$ cat config.mk
export PLATFORM = sky130hd
export DESIGN_NAME = gpio_pad_ctrl
export DESIGN_NICKNAME = d
export VERILOG_FILES = /design/src/rtl/gpio_pkg.sv /design/src/rtl/gpio_in_filter.sv /design/src/rtl/gpio_pad_ctrl.sv
export SDC_FILE = /design/constraint.sdc
export NUM_CORES = 1
export LEC_CHECK = 0
export CORE_MARGIN = 4
export CORE_UTILIZATION = 48
export DETAILED_ROUTE_END_ITERATION = 8
export PLACE_DENSITY = 0.91
export SETUP_SLACK_MARGIN = 0.4
export SLEW_MARGIN = 5
export SYNTH_ARGS = -nofsm -noshare
export SYNTH_HDL_FRONTEND = slang
export SYNTH_SLANG_ARGS = --single-unit
$ cat constraint.sdc
create_clock -name i_clk -period 1.6 [get_ports i_clk]
set_input_delay 0.32 -clock i_clk [delete_from_list [all_inputs] [get_ports i_clk]]
set_output_delay 0.32 -clock i_clk [all_outputs]
set_load 0.1 [all_outputs]
$ cat src/rtl/gpio_pkg.sv
// GPIO controller shared definitions: register offsets and the bus request bundle.
package gpio_pkg;

    localparam logic [5:0] GPIO_DIR_OFS      = 6'h00;
    localparam logic [5:0] GPIO_OUT_OFS      = 6'h04;
    localparam logic [5:0] GPIO_IN_OFS       = 6'h08;
    localparam logic [5:0] GPIO_PULLUP_OFS   = 6'h0C;
    localparam logic [5:0] GPIO_PULLDOWN_OFS = 6'h10;
    localparam logic [5:0] GPIO_RISE_EN_OFS  = 6'h14;
    localparam logic [5:0] GPIO_FALL_EN_OFS  = 6'h18;
    localparam logic [5:0] GPIO_IRQ_PEND_OFS = 6'h1C;
    localparam logic [5:0] GPIO_OUT_SET_OFS  = 6'h20;
    localparam logic [5:0] GPIO_OUT_CLR_OFS  = 6'h24;

    typedef struct packed {
        logic        we;
        logic [5:0]  addr;
        logic [31:0] wdata;
    } gpio_req_t;

endpackage

$ cat src/rtl/gpio_in_filter.sv
// One pin input path: 2-FF sync, optional debounce (GPIO_DEBOUNCE_EN), prev flop, edge pulses.
// Latency: filt 2 clk after pad change (+DEBOUNCE_CYCLES with debounce); rise/fall valid while filt != prev.
// Backpressure: none, free-running every cycle.
module gpio_in_filter #(
    parameter int DEBOUNCE_CYCLES = 16
) (
    input  logic i_clk,
    input  logic i_rst_n,
    input  logic i_pad_in,
    output logic o_filt,
    output logic o_rise,
    output logic o_fall
);

    logic sync_meta;
    logic sync_q;
    logic filt;
    logic prev_q;

    if (DEBOUNCE_CYCLES < 1) begin : g_bad_cycles
        $error("DEBOUNCE_CYCLES must be at least 1");
    end

    always_ff @(posedge i_clk or negedge i_rst_n) begin
        if (!i_rst_n) begin
            sync_meta <= 1'b0;
            sync_q    <= 1'b0;
        end else begin
            sync_meta <= i_pad_in;
            sync_q    <= sync_meta;
        end
    end

`ifdef GPIO_DEBOUNCE_EN
    localparam int CW = $clog2(DEBOUNCE_CYCLES + 1);
    logic [CW-1:0] cnt_q;
    logic          filt_q;

    // Accept the new level only after DEBOUNCE_CYCLES consecutive mismatching cycles.
    always_ff @(posedge i_clk or negedge i_rst_n) begin
        if (!i_rst_n) begin
            cnt_q  <= '0;
            filt_q <= 1'b0;
        end else if (sync_q == filt_q) begin
            cnt_q <= '0;
        end else if (cnt_q >= CW'(DEBOUNCE_CYCLES - 1)) begin
            cnt_q  <= '0;
            filt_q <= sync_q;
        end else begin
            cnt_q <= cnt_q + 1'b1;
        end
    end

    assign filt = filt_q;
`else
    assign filt = sync_q;
`endif

    always_ff @(posedge i_clk or negedge i_rst_n) begin
        if (!i_rst_n) begin
            prev_q <= 1'b0;
        end else begin
            prev_q <= filt;
        end
    end

    assign o_filt = filt;
    assign o_rise = filt & ~prev_q;
    assign o_fall = ~filt & prev_q;

endmodule

$ cat src/rtl/gpio_pad_ctrl.sv
// Register-mapped GPIO pad controller with edge interrupts; optional input debounce via GPIO_DEBOUNCE_EN.
// Latency: bus ack/rdata 1 clk after i_req; IN 2 clk after pad change; o_irq 2 clk after the filtered edge.
// Backpressure: none, every request cycle is accepted and acked the next cycle.
module gpio_pad_ctrl
    import gpio_pkg::*;
#(
    parameter int NB_GPIO         = 8,
    parameter int DEBOUNCE_CYCLES = 16
) (
    input  logic               i_clk,
    input  logic               i_rst_n,
    input  logic               i_req,
    input  logic               i_we,
    input  logic [5:0]         i_addr,
    input  logic [31:0]        i_wdata,
    output logic [31:0]        o_rdata,
    output logic               o_ack,
    output logic               o_irq,
    output logic [NB_GPIO-1:0] o_pad_out,
    output logic [NB_GPIO-1:0] o_pad_out_en,
    output logic [NB_GPIO-1:0] o_pad_pullup,
    output logic [NB_GPIO-1:0] o_pad_pulldown,
    input  logic [NB_GPIO-1:0] i_pad_in
);

    if (NB_GPIO < 1 || NB_GPIO > 32) begin : g_bad_nb
        $error("NB_GPIO must be in 1..32");
    end

    logic [NB_GPIO-1:0] dir_q, out_q, pullup_q, pulldown_q;
    logic [NB_GPIO-1:0] rise_en_q, fall_en_q, pend_q;
    logic [NB_GPIO-1:0] filt, rise, fall;
    logic [NB_GPIO-1:0] wd, pend_set, pend_clr;
    logic [31:0]        rd_word;
    gpio_req_t          bus_req;
    logic               wr_en;
    logic               unused_bits;

    assign bus_req     = '{we: i_we, addr: {i_addr[5:2], 2'b00}, wdata: i_wdata};
    assign wr_en       = i_req & bus_req.we;
    assign wd          = bus_req.wdata[NB_GPIO-1:0];
    assign unused_bits = ^{i_addr[1:0], i_wdata};

    for (genvar g = 0; g < NB_GPIO; g++) begin : g_pin
        gpio_in_filter #(
            .DEBOUNCE_CYCLES (DEBOUNCE_CYCLES)
        ) u_filter (
            .i_clk    (i_clk),
            .i_rst_n  (i_rst_n),
            .i_pad_in (i_pad_in[g]),
            .o_filt   (filt[g]),
            .o_rise   (rise[g]),
            .o_fall   (fall[g])
        );
    end

    assign pend_set = (rise & rise_en_q) | (fall & fall_en_q);
    assign pend_clr = (wr_en && bus_req.addr == GPIO_IRQ_PEND_OFS) ? wd : '0;

    always_comb begin
        rd_word = '0;
        case (bus_req.addr)
            GPIO_DIR_OFS:      rd_word[NB_GPIO-1:0] = dir_q;
            GPIO_OUT_OFS:      rd_word[NB_GPIO-1:0] = out_q;
            GPIO_IN_OFS:       rd_word[NB_GPIO-1:0] = filt;
            GPIO_PULLUP_OFS:   rd_word[NB_GPIO-1:0] = pullup_q;
            GPIO_PULLDOWN_OFS: rd_word[NB_GPIO-1:0] = pulldown_q;
            GPIO_RISE_EN_OFS:  rd_word[NB_GPIO-1:0] = rise_en_q;
            GPIO_FALL_EN_OFS:  rd_word[NB_GPIO-1:0] = fall_en_q;
            GPIO_IRQ_PEND_OFS: rd_word[NB_GPIO-1:0] = pend_q;
            default:           rd_word = '0;
        endcase
    end

    always_ff @(posedge i_clk or negedge i_rst_n) begin
        if (!i_rst_n) begin
            dir_q      <= '0;
            out_q      <= '0;
            pullup_q   <= '0;
            pulldown_q <= '0;
            rise_en_q  <= '0;
            fall_en_q  <= '0;
            pend_q     <= '0;
            o_ack      <= 1'b0;
            o_rdata    <= '0;
            o_irq      <= 1'b0;
        end else begin
            if (wr_en) begin
                case (bus_req.addr)
                    GPIO_DIR_OFS:      dir_q      <= wd;
                    GPIO_OUT_OFS:      out_q      <= wd;
                    GPIO_PULLUP_OFS:   pullup_q   <= wd;
                    GPIO_PULLDOWN_OFS: pulldown_q <= wd;
                    GPIO_RISE_EN_OFS:  rise_en_q  <= wd;
                    GPIO_FALL_EN_OFS:  fall_en_q  <= wd;
                    GPIO_OUT_SET_OFS:  out_q      <= out_q | wd;
                    GPIO_OUT_CLR_OFS:  out_q      <= out_q & ~wd;
                    default: ;
                endcase
            end
            // A new edge outranks a simultaneous software clear of the same bit.
            pend_q  <= (pend_q & ~pend_clr) | pend_set;
            o_ack   <= i_req;
            o_rdata <= (i_req && !bus_req.we) ? rd_word : '0;
            o_irq   <= |pend_q;
        end
    end

    assign o_pad_out      = out_q;
    assign o_pad_out_en   = dir_q;
    assign o_pad_pullup   = pullup_q;
    assign o_pad_pulldown = pulldown_q & ~pullup_q;

endmodule

==> run metrics, run 1 <==
status finished, final reports clean; Post-synth EDFFs 0; most frequent cells in the layout buf_4, dfrtp_1, buf_12; maximum fanout along the worst path 2; Hold WS 86.1 ps; Final Cycle Share 98.7%; Max Clk Rate 633 MHz; final setup margin 20.4 ps; Max Cap Violations 0; gr usage total 31.6%; Leakage 0.00296 uW; Vias 3802; cell count of the worst hold path 1; top routing layer in use met4; initial antenna violation count 0; # diodes 0; CTS Buf Count 9; CP peak stage delay 520 ps; Die Wd 99.6 um; dpl cell area 0.00582 mm^2; global-route wire length before repair 23.3 mm; area grow syn2layout 66.4%; Design Area, Final 0.00670 mm^2; CTS max path bufs 2; clock slew at reported path FFs 100 ps; clk root buf clkbuf_8; Synth async-reset ratio 100%; H-tree levels 3; GR Overflow Total 0; Fin Clk Skew 18.6 ps; Nets 540; Syn Area/Cell 12.1 um^2; Critical Path End Type output port; global placer's final weighted congestion 0.990; fillcell total 368; Critical Path RT 1280 ps; sequential share of the synthesized area 55.9%; Synth Warn # 0; setup violators final 0; critical path class register to output port; M1 WL 5.62 mm; CTS tree yes; Netlist cell types 45; met3 WL 2.01 mm; Multi-input gate area 0.00199 mm^2; worst skew pair latency 390 ps; commonest non-fill, non-tap cell in the layout buf_4; share of layout cells above drive strength 1 57.6%; DRC Markers 0; Place WS -504 ps; drt total wl 16.1 mm; largest net degree at the start of global routing 28; Min-Delay Endpoint o_ack; R2R cell count 4; final cell count without fillers 600; register area 0.00232 mm^2; hpwl dp 9.09 mm; I/O pins 116; vias in the first global route 3904; IO buf count 65; Synth Cell Area 0.00403 mm^2; die height 99.6 um; clock sink count 90; Core Region 0.00818 mm^2; first-pass iteration count of the detailed router 5; row count 33; total power 8370 uW; final-report max-slew violation count 0; Yosys reg bits 90; top cell family by delay on the critical path flip-flops; RSZ-0062 raised after global routing yes; dominant synthesized flop cell dfrtp_1; crit-path cells nor2b_4 -> buf_12; DIE AREA 0.00992 mm^2; Slowest-stage cell, CP dfrtp_4; Initial Util 49.3%; Worst IR Drop VDD 869 uV; Post-Syn Instances 332; worst r2r src o_pad_pullup[1]; CP Buf/Inv Count 1; Post-Place Cells 543; hold_sp i_req; Hold Crit Class input pin to register; critical path launch point type register; routed len/inst 26.8 um; DR iter-0 viols 491; RR Endpoint o_rdata[1]; Routed Antenna Nets 0; metal2 WL 7.39 mm; Via density 6.34; R2R Setup Slk 70 ps; Fin. Hold Viols 0; Worst EP arrival 1260 ps; pwr dens 1250 mW/mm^2; Period minus WS final 1580 ps
-- cells in the mapped netlist, types with 2 or more instances --
library cell,number,area share [%]
nand2_1,25,2.3
a22oi_1,5,0.93
o211ai_1,8,1.5
nor3b_1,2,0.37
buf_4,26,4.8
o32ai_1,2,0.44
mux2_2,37,10
inv_1,8,0.75
nand2b_1,3,0.47
a22o_1,13,2.8
buf_2,8,0.99
a2bb2oi_1,3,0.65
nor2_1,8,0.75
nor4_1,2,0.31
and3_1,2,0.31
buf_1,2,0.19
mux2i_1,6,1.5
nor2b_1,12,1.9
dfrtp_1,90,56
and2_1,2,0.31
a21oi_1,8,0.99
o21ai_0,24,3.0
nor4_2,3,0.93
nand3b_1,9,1.7
a31oi_1,2,0.31
a222oi_1,2,0.50
mux4_2,2,1.1
-- worst reg2reg max path, cell delays in order, from the launching register on --
cell and delay, ps:
dfrtp_4 520, buf_6 130, mux2_4 250, a222oi_1 350, a21oi_1 150
-- stage by stage --
| step | setup TNS (ps) | utilization (%) |
|---|---|---|
| 2_1_floorplan | 0 | - |
| 3_3_place_gp | -23320 | 71.2 |
| 3_5_place_dp | -28260 | 71.2 |
| 4_1_cts | 0 | 79.0 |
| 5_1_grt | -0.466 | 81.9 |
| 6_report | 0 | 81.9 |
-- where the power goes --
part           internal (uW)  total, uW  leakage [uW]  switching, uW
Sequential              2620       3030       0.00105            405
Combinational           1500       3670       0.00180           2170
Clock                    816       1670      0.000104            858
Total                   4940       8370       0.00296           3430
-- cells by family after synthesis --
logic type      Yosys count  synth area share (%)
flops                    90                  55.9
mux                      45                  13.0
xor+xnor                  1                 0.218
compound gates           74                  12.6
simple gates             76                  11.3
buf+inv                  45                  6.87
other cells               1                0.0931
-- how the worst max path moves through the flow --
| stage | from | to | slack, ps | depth (start not counted) |
|---|---|---|---|---|
| 3_3_place_gp | i_addr[4] | o_rdata[7] | -450 | 7 |
| 2_1_floorplan | o_pad_pullup[5] | o_pad_pulldown[5] | 100 | 1 |
| 6_report | o_pad_pullup[2] | o_pad_pulldown[2] | 20 | 2 |
| 3_5_place_dp | i_addr[5] | pend_q[6] | -500 | 6 |
| 4_1_cts | o_pad_pullup[2] | o_pad_pulldown[2] | 60 | 2 |
| 5_1_grt | o_pad_pullup[2] | o_pad_pulldown[2] | -0.5 | 2 |
-- per-layer routing --
| metal | track usage (%) | vias up |
|---|---|---|
| met4 | 18.2 | 0 |
| met5 | 0.513 | - |
| met1 | 39.7 | 1836 |
| met3 | 7.50 | 119 |
| met2 | 49.9 | 381 |
| li1 | - | 1466 |
-- final cells by class --
cell class / count / area share, %
flip-flops and latches: 90 / 34.7
repair buffers: 161 / 30.1
well taps: 105 / 1.96
multi-input cells: 220 / 29.7
clock buffers: 13 / 2.37
clock inverters: 3 / 0.710
inverters: 8 / 0.448
-- repair_timing --
item                                    4_1_cts  5_1_grt
setup buffers                                29       10
resized for setup                            76       42
hold endpoints to repair                     23        0
pin swaps                                    16       17
endpoints found under the setup margin      106       86
gates cloned                                  1        0
hold buffers                                  1        0
Note: power is estimated with default switching activity, not from simulation.
==> inputs of run 2 (changes only) <==
--- a/config.mk
+++ b/config.mk
@@ -5,7 +5,7 @@
 export SDC_FILE = /design/constraint.sdc
 export NUM_CORES = 1
 export LEC_CHECK = 0
-export CORE_MARGIN = 4
+export CORE_MARGIN = 1
 export CORE_UTILIZATION = 48
 export DETAILED_ROUTE_END_ITERATION = 8
 export PLACE_DENSITY = 0.91
==> run metrics, run 2 (synthesis gave the netlist of run 1 again) <==
CTS max path bufs 2 (unchanged); vias in the first global route 3773 (-3.4%); GR Overflow Total 0 (unchanged); CTS tree yes; Period minus WS final 1570 ps (-8.25 ps); crit-path cells buf_12 -> mux2_4 -> a222oi_1 -> a21oi_1; Critical Path RT 1820 ps (+540 ps); status finished, final reports clean; CP peak stage delay 510 ps (about the same); maximum fanout along the worst path 3 (+1); final core utilization 80.7% (-1.2 points); Die Wd 93.6 um (-6.0%); die height 93.6 um (-6.0%); Via density 6.42 (+1.3%); Max Cap Violations 0 (unchanged); clock sink count 90 (unchanged); final-report max-slew violation count 0 (unchanged); critical path launch point type register; largest net degree at the start of global routing 33 (+18%); M3 GR Usage 10.1% (+2.6 points); setup violators final 0 (unchanged); Initial Util 49.3% (unchanged); normalized max-slew margin 65.9%; area grow syn2layout 63.9%; # diodes 0 (unchanged); worst r2r src o_pad_pullup[0]; layer with the highest usage met2; routed len/inst 25.1 um (-6.4%); met1 GRT Util 42.7% (+3.0 points); most frequent cells in the layout buf_4, dfrtp_1, buf_12; hpwl dp 8.42 mm (-7.4%); IO buf count 65 (unchanged); critical path class register to register; CTS Buf Count 9 (unchanged); initial antenna violation count 0 (unchanged); Max Clk Rate 636 MHz (+0.53%); Hold Crit Class input pin to register; Critical Path End Type register; Design Area, Final 0.00660 mm^2 (-1.5%); I/O pins 116 (unchanged); Routed Antenna Nets 0 (unchanged); row count 33 (unchanged); drt total wl 14.8 mm (-7.9%); H-tree levels 3 (unchanged); RSZ-0062 raised after global routing yes; Hold WS 67.9 ps (-18.2 ps); Vias 3786 (-0.42%); DIE AREA 0.00876 mm^2 (-12%); gr usage total 35.0% (+3.4 points); Fin. Hold Viols 0 (unchanged); Fin Clk Skew 11.3 ps (-7.27 ps); Slew @ Worst Pin 509 ps; share of layout cells above drive strength 1 56.5% (-1.1 points); global placer's final weighted congestion 0.924 (-6.7%); Final Cycle Share 98.2% (-0.52 points); Worst IR Drop VDD 804 uV (-7.5%); Worst EP arrival 1800 ps (+540 ps); Nets 530 (-1.9%); Post-Place Cells 539 (-0.74%); Core Region 0.00818 mm^2 (unchanged); pwr dens 1240 mW/mm^2 (-1.0%); clock slew at reported path FFs 80 ps (-20 ps); final cell count without fillers 590 (-1.7%); commonest non-fill, non-tap cell in the layout buf_4; first-pass iteration count of the detailed router 5 (unchanged); Leakage 0.00290 uW (-2.0%); DR iter-0 viols 425 (-13%); clk root buf clkbuf_8; global-route wire length before repair 21.8 mm (-6.4%); hold_sp i_req; DRC Markers 0 (unchanged); worst skew pair latency 370 ps (-20 ps); met2 usage 55.2% (+5.3 points); start point of the critical path o_pad_pullup[0]; dpl cell area 0.00579 mm^2 (-0.52%); Slowest-stage cell, CP dfrtp_4; total negative slack 0 ps (unchanged)
-- run 2: changes by cell type in the layout (fill, tap and decap cells not counted), moves of 2 or more --
cell	change
buf_4	-4
clkinv_4	-2
clkbuf_1	+2
nor2_4	-2
a21oi_1	+2
nor2_2	+3
nand2_2	-2
a21oi_2	-3
buf_6	-7
-- run 2: timing repair --
item                                    4_1_cts  5_1_grt
hold buffers                                  1        0
endpoints found under the setup margin      107       88
pin swaps                                    13       11
setup buffers                                30        3
gates resized for setup                      72       39
gates cloned                                  1        0
hold endpoints to repair                     29        0
-- run 2: per-layer routing --
layer	vias up	part of all wire [%]
met1	1839	35
li1	1448	-
met2	376	48
met3	123	11
met4	0	6.7
met5	-	0
-- run 2: critical path: cells and delay by family, from the launching register on --
| kind | cells | cell delay (ps) |
|---|---|---|
| compound gates | 2 | 540 |
| mux | 1 | 250 |
| flops | 1 | 510 |
| buf+inv | 1 | 140 |
-- run 2: where the power goes --
group          total [uW]  switching, uW  internal [uW]
sequential           3020            396           2620
clock                1570            800            769
combinational        3580           2130           1440
-- run 2: final timing paths --
path	to	slack [ps]	depth (start not counted)
min in group asynchronous	o_pad_pullup[5]	440	2
setup / recovery	o_rdata[0]	30	4
setup reg to reg	o_rdata[0]	30	4
max in group asynchronous	o_pad_out[3]	620	3
hold / removal	o_ack	70	1
hold reg to reg	g_pin[7].u_filter.o_filt	350	0
-- run 2: metrics by stage --
stage | power (uW) | worst slack (ps)
detailed placement | 6130 | -541
floorplan | 5000 | 100
global placement | 6050 | -462
finish | 8160 | 28.7
CTS | 7930 | 68.2
global route | 8350 | 26.1
-- run 2: final cells by class --
type,instances,area [um^2]
fillers,381,1580
flip-flops and latches,90,2320
clock inverters,2,37.5
clock buffers,14,153
inverters,8,30.0
multi-input cells,220,2000
well taps,105,131
repair buffers,151,1920
